--- src/rtl/ps2_kbd_ascii_fifo.sv ---
// ---------------------------------------------------------------------------
// ps2_kbd_ascii_fifo
//
// PS/2 scan-code set 2 keyboard decoder with an output character FIFO.
// Accepted bytes run through a prefix FSM that handles E0, F0 and E1. The
// FSM also tracks shift, ctrl and caps-lock. Make codes of mapped keys are
// turned into ASCII and pushed into a small FIFO in the same edge that
// accepts the byte.
//
// Optional feature macro: PS2_CTRL_CODES_EN
//   When it is defined and ctrl is held, a letter make outputs its control
//   code (a = 01 .. z = 1A), ignoring shift and caps. When it is undefined,
//   ctrl is still tracked but does not change the output.
//
// Parameters:
//   FIFO_DEPTH    character FIFO entries (power of two, >= 2)
//   CAPS_INIT     caps-lock state after reset
//
// Ports:
//   clk           system clock, rising edge
//   reset         asynchronous active-high reset
//   scan_valid    one-cycle strobe qualifying scan_code
//   scan_code     received PS/2 byte
//   ascii_data    FIFO head, meaningful only while ascii_valid
//   ascii_valid   FIFO non-empty
//   ascii_ready   consumer takes the head when ascii_valid & ascii_ready
//   fifo_count    current FIFO occupancy
//   overflow      sticky flag; set when a character is dropped on a full FIFO
//   overflow_clr  clears overflow on the next edge, unless a drop happens in
//                 that same edge
//   caps_led      current caps-lock state
//   shift_active  left or right shift held
// ---------------------------------------------------------------------------
module ps2_kbd_ascii_fifo #(
  parameter int FIFO_DEPTH = 8,
  parameter bit CAPS_INIT  = 1'b0
) (
  input  logic                            clk,
  input  logic                            reset,
  input  logic                            scan_valid,
  input  logic [7:0]                      scan_code,
  output logic [7:0]                      ascii_data,
  output logic                            ascii_valid,
  input  logic                            ascii_ready,
  output logic [$clog2(FIFO_DEPTH+1)-1:0] fifo_count,
  output logic                            overflow,
  input  logic                            overflow_clr,
  output logic                            caps_led,
  output logic                            shift_active
);

  localparam int AW = $clog2(FIFO_DEPTH);
  localparam int CW = $clog2(FIFO_DEPTH + 1);

`ifdef PS2_CTRL_CODES_EN
  localparam bit CTRL_CODES = 1'b1;
`else
  localparam bit CTRL_CODES = 1'b0;
`endif

  typedef enum logic [2:0] {
    ST_IDLE    = 3'd0,
    ST_EXT     = 3'd1,
    ST_BRK     = 3'd2,
    ST_EXT_BRK = 3'd3,
    ST_PAUSE   = 3'd4
  } state_t;

  // Base key map: {mapped, letter, unshifted, shifted}.
  function automatic logic [17:0] key_map(input logic [7:0] code);
    case (code)
      8'h1C: key_map = {2'b11, 8'h61, 8'h41};  // a
      8'h32: key_map = {2'b11, 8'h62, 8'h42};  // b
      8'h21: key_map = {2'b11, 8'h63, 8'h43};  // c
      8'h23: key_map = {2'b11, 8'h64, 8'h44};  // d
      8'h24: key_map = {2'b11, 8'h65, 8'h45};  // e
      8'h2B: key_map = {2'b11, 8'h66, 8'h46};  // f
      8'h34: key_map = {2'b11, 8'h67, 8'h47};  // g
      8'h33: key_map = {2'b11, 8'h68, 8'h48};  // h
      8'h43: key_map = {2'b11, 8'h69, 8'h49};  // i
      8'h3B: key_map = {2'b11, 8'h6A, 8'h4A};  // j
      8'h42: key_map = {2'b11, 8'h6B, 8'h4B};  // k
      8'h4B: key_map = {2'b11, 8'h6C, 8'h4C};  // l
      8'h3A: key_map = {2'b11, 8'h6D, 8'h4D};  // m
      8'h31: key_map = {2'b11, 8'h6E, 8'h4E};  // n
      8'h44: key_map = {2'b11, 8'h6F, 8'h4F};  // o
      8'h4D: key_map = {2'b11, 8'h70, 8'h50};  // p
      8'h15: key_map = {2'b11, 8'h71, 8'h51};  // q
      8'h2D: key_map = {2'b11, 8'h72, 8'h52};  // r
      8'h1B: key_map = {2'b11, 8'h73, 8'h53};  // s
      8'h2C: key_map = {2'b11, 8'h74, 8'h54};  // t
      8'h3C: key_map = {2'b11, 8'h75, 8'h55};  // u
      8'h2A: key_map = {2'b11, 8'h76, 8'h56};  // v
      8'h1D: key_map = {2'b11, 8'h77, 8'h57};  // w
      8'h22: key_map = {2'b11, 8'h78, 8'h58};  // x
      8'h35: key_map = {2'b11, 8'h79, 8'h59};  // y
      8'h1A: key_map = {2'b11, 8'h7A, 8'h5A};  // z
      8'h16: key_map = {2'b10, 8'h31, 8'h21};  // 1 !
      8'h1E: key_map = {2'b10, 8'h32, 8'h40};  // 2 @
      8'h26: key_map = {2'b10, 8'h33, 8'h23};  // 3 #
      8'h25: key_map = {2'b10, 8'h34, 8'h24};  // 4 $
      8'h2E: key_map = {2'b10, 8'h35, 8'h25};  // 5 %
      8'h36: key_map = {2'b10, 8'h36, 8'h5E};  // 6 ^
      8'h3D: key_map = {2'b10, 8'h37, 8'h26};  // 7 &
      8'h3E: key_map = {2'b10, 8'h38, 8'h2A};  // 8 *
      8'h46: key_map = {2'b10, 8'h39, 8'h28};  // 9 (
      8'h45: key_map = {2'b10, 8'h30, 8'h29};  // 0 )
      8'h0E: key_map = {2'b10, 8'h60, 8'h7E};  // ` ~
      8'h4E: key_map = {2'b10, 8'h2D, 8'h5F};  // - _
      8'h55: key_map = {2'b10, 8'h3D, 8'h2B};  // = +
      8'h54: key_map = {2'b10, 8'h5B, 8'h7B};  // [ {
      8'h5B: key_map = {2'b10, 8'h5D, 8'h7D};  // ] }
      8'h5D: key_map = {2'b10, 8'h5C, 8'h7C};  // \ |
      8'h4C: key_map = {2'b10, 8'h3B, 8'h3A};  // ; :
      8'h52: key_map = {2'b10, 8'h27, 8'h22};  // ' "
      8'h41: key_map = {2'b10, 8'h2C, 8'h3C};  // , <
      8'h49: key_map = {2'b10, 8'h2E, 8'h3E};  // . >
      8'h4A: key_map = {2'b10, 8'h2F, 8'h3F};  // / ?
      8'h29: key_map = {2'b10, 8'h20, 8'h20};  // space
      8'h0D: key_map = {2'b10, 8'h09, 8'h09};  // tab
      8'h5A: key_map = {2'b10, 8'h0D, 8'h0D};  // enter
      8'h66: key_map = {2'b10, 8'h08, 8'h08};  // backspace
      8'h76: key_map = {2'b10, 8'h1B, 8'h1B};  // esc
      default: key_map = 18'h00000;
    endcase
  endfunction

  // Extended (E0-prefixed) key map: {mapped, char}.
  function automatic logic [8:0] ext_map(input logic [7:0] code);
    case (code)
      8'h71:   ext_map = {1'b1, 8'h7F};  // delete
      8'h4A:   ext_map = {1'b1, 8'h2F};  // keypad /
      8'h5A:   ext_map = {1'b1, 8'h0D};  // keypad enter
      default: ext_map = 9'h000;
    endcase
  endfunction

  state_t         state;
  logic [2:0]     pause_cnt;
  logic           lshift, rshift, lctrl, rctrl, caps_held;
  logic           lshift_nxt, rshift_nxt, lctrl_nxt, rctrl_nxt;
  logic           caps_nxt, caps_held_nxt;
  logic           make_ev, ext_make_ev, brk_ev, ext_brk_ev;
  logic           push_req;
  logic [7:0]     push_char;
  logic [17:0]    kmap;
  logic [8:0]     emap;
  logic           ctrl_held;

  logic [7:0]     mem [0:FIFO_DEPTH-1];
  logic [AW-1:0]  wr_ptr, rd_ptr;
  logic [CW-1:0]  count_nxt;
  logic           pop, full, do_push, drop;

  assign ctrl_held = lctrl | rctrl;

  // Classify the accepted byte against the current prefix state.
  always_comb begin
    make_ev     = 1'b0;
    ext_make_ev = 1'b0;
    brk_ev      = 1'b0;
    ext_brk_ev  = 1'b0;
    if (scan_valid) begin
      case (state)
        ST_IDLE: begin
          case (scan_code)
            8'hE0, 8'hF0, 8'hE1,
            8'h00, 8'hAA, 8'hEE, 8'hFA, 8'hFE, 8'hFF: make_ev = 1'b0;
            default:                                   make_ev = 1'b1;
          endcase
        end
        ST_EXT:     ext_make_ev = (scan_code != 8'hF0);
        ST_BRK:     brk_ev      = 1'b1;
        ST_EXT_BRK: ext_brk_ev  = 1'b1;
        default:    make_ev     = 1'b0;  // pause bytes are swallowed
      endcase
    end else begin
      make_ev = 1'b0;
    end
  end

  // Next modifier state; the character path below still sees the old values.
  always_comb begin
    lshift_nxt    = lshift;
    rshift_nxt    = rshift;
    lctrl_nxt     = lctrl;
    rctrl_nxt     = rctrl;
    caps_nxt      = caps_led;
    caps_held_nxt = caps_held;
    if (make_ev) begin
      case (scan_code)
        8'h12: lshift_nxt = 1'b1;
        8'h59: rshift_nxt = 1'b1;
        8'h14: lctrl_nxt  = 1'b1;
        8'h58: begin
          // Toggle only on the first make so typematic repeats are ignored.
          caps_nxt      = caps_held ? caps_led : ~caps_led;
          caps_held_nxt = 1'b1;
        end
        default: caps_held_nxt = caps_held;
      endcase
    end else if (brk_ev) begin
      case (scan_code)
        8'h12:   lshift_nxt    = 1'b0;
        8'h59:   rshift_nxt    = 1'b0;
        8'h14:   lctrl_nxt     = 1'b0;
        8'h58:   caps_held_nxt = 1'b0;
        default: caps_held_nxt = caps_held;
      endcase
    end else if (ext_make_ev) begin
      if (scan_code == 8'h14) begin
        rctrl_nxt = 1'b1;
      end else begin
        rctrl_nxt = rctrl;
      end
    end else if (ext_brk_ev) begin
      if (scan_code == 8'h14) begin
        rctrl_nxt = 1'b0;
      end else begin
        rctrl_nxt = rctrl;
      end
    end else begin
      rctrl_nxt = rctrl;
    end
  end

  // Translate a make code into the character to push, if any.
  always_comb begin
    kmap      = key_map(scan_code);
    emap      = ext_map(scan_code);
    push_req  = 1'b0;
    push_char = 8'h00;
    if (make_ev) begin
      push_req = kmap[17];
      if (kmap[16]) begin
        if (CTRL_CODES && ctrl_held) begin
          push_char = kmap[15:8] - 8'h60;
        end else if (shift_active ^ caps_led) begin
          push_char = kmap[7:0];
        end else begin
          push_char = kmap[15:8];
        end
      end else if (shift_active) begin
        push_char = kmap[7:0];
      end else begin
        push_char = kmap[15:8];
      end
    end else if (ext_make_ev) begin
      push_req  = emap[8];
      push_char = emap[7:0];
    end else begin
      push_req = 1'b0;
    end
  end

  // Prefix FSM, pause counter and registered modifier state.
  always_ff @(posedge clk or posedge reset) begin
    if (reset) begin
      state        <= ST_IDLE;
      pause_cnt    <= 3'd0;
      lshift       <= 1'b0;
      rshift       <= 1'b0;
      lctrl        <= 1'b0;
      rctrl        <= 1'b0;
      caps_held    <= 1'b0;
      caps_led     <= CAPS_INIT;
      shift_active <= 1'b0;
    end else begin
      lshift       <= lshift_nxt;
      rshift       <= rshift_nxt;
      lctrl        <= lctrl_nxt;
      rctrl        <= rctrl_nxt;
      caps_held    <= caps_held_nxt;
      caps_led     <= caps_nxt;
      shift_active <= lshift_nxt | rshift_nxt;
      if (scan_valid) begin
        case (state)
          ST_IDLE: begin
            case (scan_code)
              8'hE0: state <= ST_EXT;
              8'hF0: state <= ST_BRK;
              8'hE1: begin
                state     <= ST_PAUSE;
                pause_cnt <= 3'd0;
              end
              default: state <= ST_IDLE;
            endcase
          end
          ST_EXT: begin
            if (scan_code == 8'hF0) begin
              state <= ST_EXT_BRK;
            end else begin
              state <= ST_IDLE;
            end
          end
          ST_BRK:     state <= ST_IDLE;
          ST_EXT_BRK: state <= ST_IDLE;
          ST_PAUSE: begin
            // Seven bytes follow E1 in the pause sequence: counts 0..6.
            if (pause_cnt == 3'd6) begin
              state <= ST_IDLE;
            end else begin
              pause_cnt <= pause_cnt + 3'd1;
            end
          end
          default: state <= ST_IDLE;
        endcase
      end
    end
  end

  // FIFO handshake; a pop frees the slot a same-edge push needs when full.
  always_comb begin
    pop     = ascii_valid & ascii_ready;
    full    = (fifo_count == CW'(FIFO_DEPTH));
    do_push = push_req & (~full | pop);
    drop    = push_req & full & ~pop;
    if (do_push && !pop) begin
      count_nxt = fifo_count + CW'(1);
    end else if (pop && !do_push) begin
      count_nxt = fifo_count - CW'(1);
    end else begin
      count_nxt = fifo_count;
    end
  end

  // FIFO pointers, occupancy, valid and sticky overflow.
  always_ff @(posedge clk or posedge reset) begin
    if (reset) begin
      wr_ptr      <= {AW{1'b0}};
      rd_ptr      <= {AW{1'b0}};
      fifo_count  <= {CW{1'b0}};
      ascii_valid <= 1'b0;
      overflow    <= 1'b0;
    end else begin
      if (do_push) begin
        wr_ptr <= wr_ptr + AW'(1);
      end
      if (pop) begin
        rd_ptr <= rd_ptr + AW'(1);
      end
      fifo_count  <= count_nxt;
      ascii_valid <= (count_nxt != {CW{1'b0}});
      if (drop) begin
        overflow <= 1'b1;
      end else if (overflow_clr) begin
        overflow <= 1'b0;
      end
    end
  end

  // Character storage; contents are dropped logically by the pointer reset.
  always_ff @(posedge clk) begin
    if (do_push) begin
      mem[wr_ptr] <= push_char;
    end
  end

  assign ascii_data = mem[rd_ptr];

endmodule

--- config.mk ---
export PLATFORM = sky130hd
export DESIGN_NAME = ps2_kbd_ascii_fifo
export DESIGN_NICKNAME = d
export VERILOG_FILES = /design/src/rtl/ps2_kbd_ascii_fifo.sv
export SDC_FILE = /design/constraint.sdc
export NUM_CORES = 1
export LEC_CHECK = 0
export CORE_MARGIN = 3
export CORE_UTILIZATION = 50
export DETAILED_ROUTE_END_ITERATION = 10
export PLACE_DENSITY = 0.69
export SYNTH_ARGS = -nofsm -noshare
export SYNTH_HDL_FRONTEND = slang
export SYNTH_SLANG_ARGS = --single-unit
--- constraint.sdc ---
create_clock -name clk -period 4.2 [get_ports clk]
set_clock_uncertainty 0.2 [all_clocks]
set_input_delay 1.05 -clock clk [delete_from_list [all_inputs] [get_ports clk]]
set_output_delay 1.05 -clock clk [all_outputs]
set_load 0.01 [all_outputs]
==> impl_results.md <==
- Die Span Y: ~110 um
- Post-synthesis cell type count: 75
- Initial Util: between 50% and 60%
- Sw power: 0.824 mW
- # DRC: 0
- Combinational cell fraction of total power: 36.5%
- Fmax achieved: approximately 0.25 GHz
- First-pass detailed-route iteration total: 5
- Worst hold path endpoint: rshift
- Post-DRT Antenna Nets: 0
- Post-CTS Setup Bufs: 0
- Routability congestion estimate: 1.04
- Status: complete, no violations
- Non-Filler Instances: roughly 710
- H-tree depth: 3
- Pwr Total: approximately 2.6 mW
- Final slew viol count: 0
- # clock sinks: between 70 and 80
- Max VDD drop: around 280 uV
- CP Launch Type: input pin
- Min cycle time layout: about 4.0 ns
- Pwr/cell area: 420 nW/um2
- CP arrival: 3.85 ns
- Seq pwr share: around 41%
- Int Pwr: ~1.7 mW
- I/O Pins: 29
- Post-synth top area cell: edfxtp_1
- Seq cells post-synth: between 70 and 80
- Detailed Place HPWL: around 10000 um
- CP delay by family, top: buffers and inverters
- TritonCTS clock tree: yes
- Min-delay src: rshift
- Via Count: ~4400
- Synth Flop Type: edfxtp_1
- Hold path depth: 1
- Largest net degree at the start of global routing: 27
- Fin. Hold Viols: 0
- Placeable Area: 9860 um2
- Synthesized-area fraction occupied by adder cells: under 10%
- R2r endpoint: mem[2][5]
- Setup crit end kind: flop
- Sw frac: about a third
- Number of antenna diodes: 0
- Site Rows: 36
- CP Cell Sequence: clkdlybuf4s50_1 -> inv_1 -> ha_1 -> mux2_1 -> o221ai_1 -> a211oi_2 -> o21ai_1 -> xnor2_1 -> buf_4 -> buf_4 -> nor4_1 -> o211ai_1 -> o311ai_0 -> buf_4
- Clock transition at path regs: approximately 0.080 ns
- Number of hold buffers added after CTS: 0
- Total grt overflow: 0
- First-pass GRT wire length: approximately 22000 um
- Max-cap viol count: 0
- Fin area: between 6000 and 7000 um2
- Detailed-route wire length: roughly 14000 um
- Full die area: about 11000 um2
- Slowest cell on crit path: clkdlybuf4s50_1
- Required time worst endpoint: between 4 and 5 ns
- Vias in the first global route: between 4000 and 5000
- Register area share after synthesis: 44.1%
- Number of buffers and inverters on the critical path: 5
- Syn-to-layout area delta: 19.5%
- Synth area leaders: edfxtp_1 33%, dfrtp_1 11%, mux4_2 6.6%
- CP max stage delay: 0.47 ns
- Buffers on Ports: 27
- Share of layout cells above drive strength 1: around 22%
- Synth Area in Compound Gates: 19.2%
- Via/cell ratio: 6.14
- RSZ-0062 raised after global routing: no
- Most used cell, CP: buf_4
- Commonest cells after routing, fill and taps aside: 65 x buf_4, 56 x nand2_1, 56 x edfxtp_1, 43 x o21ai_0, 35 x a21oi_1
- Worst Tran Pin Value: 0.882 ns
- Die width: around 110 um
- Max-slew headroom: 41.1%
- Most common cell after layout, fill and taps aside: buf_4
- Post-Syn Nets: roughly 530
- Reg2reg start: state[2]
- Hold Crit Class: flop to flop
- Multiplexer share of the synthesized area: under 10%
- Avg Cell Area, Syn: 10.2 um2
- Area share of and/or/nand/nor cells after synthesis: ~17%
- Xor-xnor portion of the synthesized cell area: between 1.5 and 2%
- EDFF count, synth: 56
- CTS Root Cell: clkbuf_8
- Critical path type: input pin to flop
- Share of the synthesized area in the top cell type: between 30% and 40%
- CTS max path bufs: 2
- Final worst-path cycle share: a little over nine tenths
- Leakage: 2.28 nW
- Largest family of logic cells by synthesized area: compound AO/OA/AOI/OAI gates
- Synth Warn #: 0
- Gate Count Post-Synth: 504
- Flop2flop setup slack: around 1.3 ns
- # setup viols final: 0
- Total track usage: roughly a quarter
- Num CTS Buffers: 9
- Synth async-reset ratio: 29.1%
- Clock power frac: ~23%
- 1st-iter DRT viols: between 400 and 500
- Layout Nets: 600
- FF-to-FF path depth: 7
- Routed wire length per instance: around 19 um
- Placed Area: around 5900 um2
- Dpl cells: ~700
- Initial antenna violation count: 0
- Cell Area, Synth: a little over 5000 um2
- Clk_lat worst skew: between 0.3 and 0.4 ns
- Resized Gates After CTS: 0
- CP max FO: 8
cells in the mapped netlist, drive strengths merged (6+ instances only):
master  number
a211oi       8
a21oi       38
a31oi       11
buf         17
clkbuf      18
dfrtp       23
edfxtp      56
ha          14
inv         14
mux2        11
mux4        15
nand2       57
nand2b      14
nand3       14
nor2        27
nor2b       10
nor3         9
nor3b       10
o211ai       6
o21ai       47
xnor2        6
power groups by stage:
stage	sequential [mW]	combinational (mW)	clock, mW
after global routing	1.07	1.02	0.625
after CTS	1.05	0.942	0.590
final	1.05	0.937	0.582
after floorplan	1.01	0.615	0
after global placement	1.06	0.917	0
after detailed placement	1.07	0.932	0
cell type report:
class                      instances  area, um2
clock buffer                      12        156
timing repair buffer              93        773
fill                             792       3740
multi-input combinational        376       2660
clock inverter                     4       52.6
sequential                        79       2260
tap                              133        166
inverter                          14       52.6
stage by stage:
stage,hold WS [ns],setup TNS [ns],utilization (%),setup slack [ns]
global route,0.316,0,62.0,0.0426
global placement,0.276,-1.97,59.9,-0.0942
floorplan,0.258,0,-,0.0139
CTS,0.298,0,62.0,0.152
finish,0.295,0,62.0,0.246
detailed placement,0.279,-5.53,59.9,-0.213
registers in the layout, indices dropped and copies added (netlist names), 3 cells and up:
signal / cells
wr_ptr: 3
state: 3
rd_ptr: 3
fifo_count: 4
pause_cnt: 3
mem: 56
routing by layer:
| layer | global-route usage, % | part of all wire (%) |
|---|---|---|
| met1 | 32.0 | 41 |
| met2 | 41.8 | 49 |
| met3 | 4.46 | 6.7 |
| met4 | 10.0 | 3.3 |
| met5 | 0 | 0 |
how the worst max path moves through the flow:
stage                     slack, ns  depth (start not counted)   endpoint          from
after CTS                      0.15                         12  mem[2][3]  scan_code[1]
after floorplan                0.01                         10  mem[0][0]  scan_code[1]
after global routing           0.04                         14  mem[2][2]  scan_code[0]
after detailed placement      -0.21                         12  mem[1][3]  scan_code[1]
final                          0.25                         14  mem[2][2]  scan_code[0]
after global placement        -0.09                         12  mem[4][3]  scan_code[1]
kinds of logic (layout without fill, tap and decap cells):
family / count (synthesis) / count (layout)
simple gates: 172 / 172
compound gates: 149 / 149
flops: 79 / 79
buf+inv: 49 / 123
mux: 30 / 30
fa+ha+maj: 14 / 14
xor+xnor: 10 / 10
other cells: 1 / 1
Power figures use the tool's default switching activity.
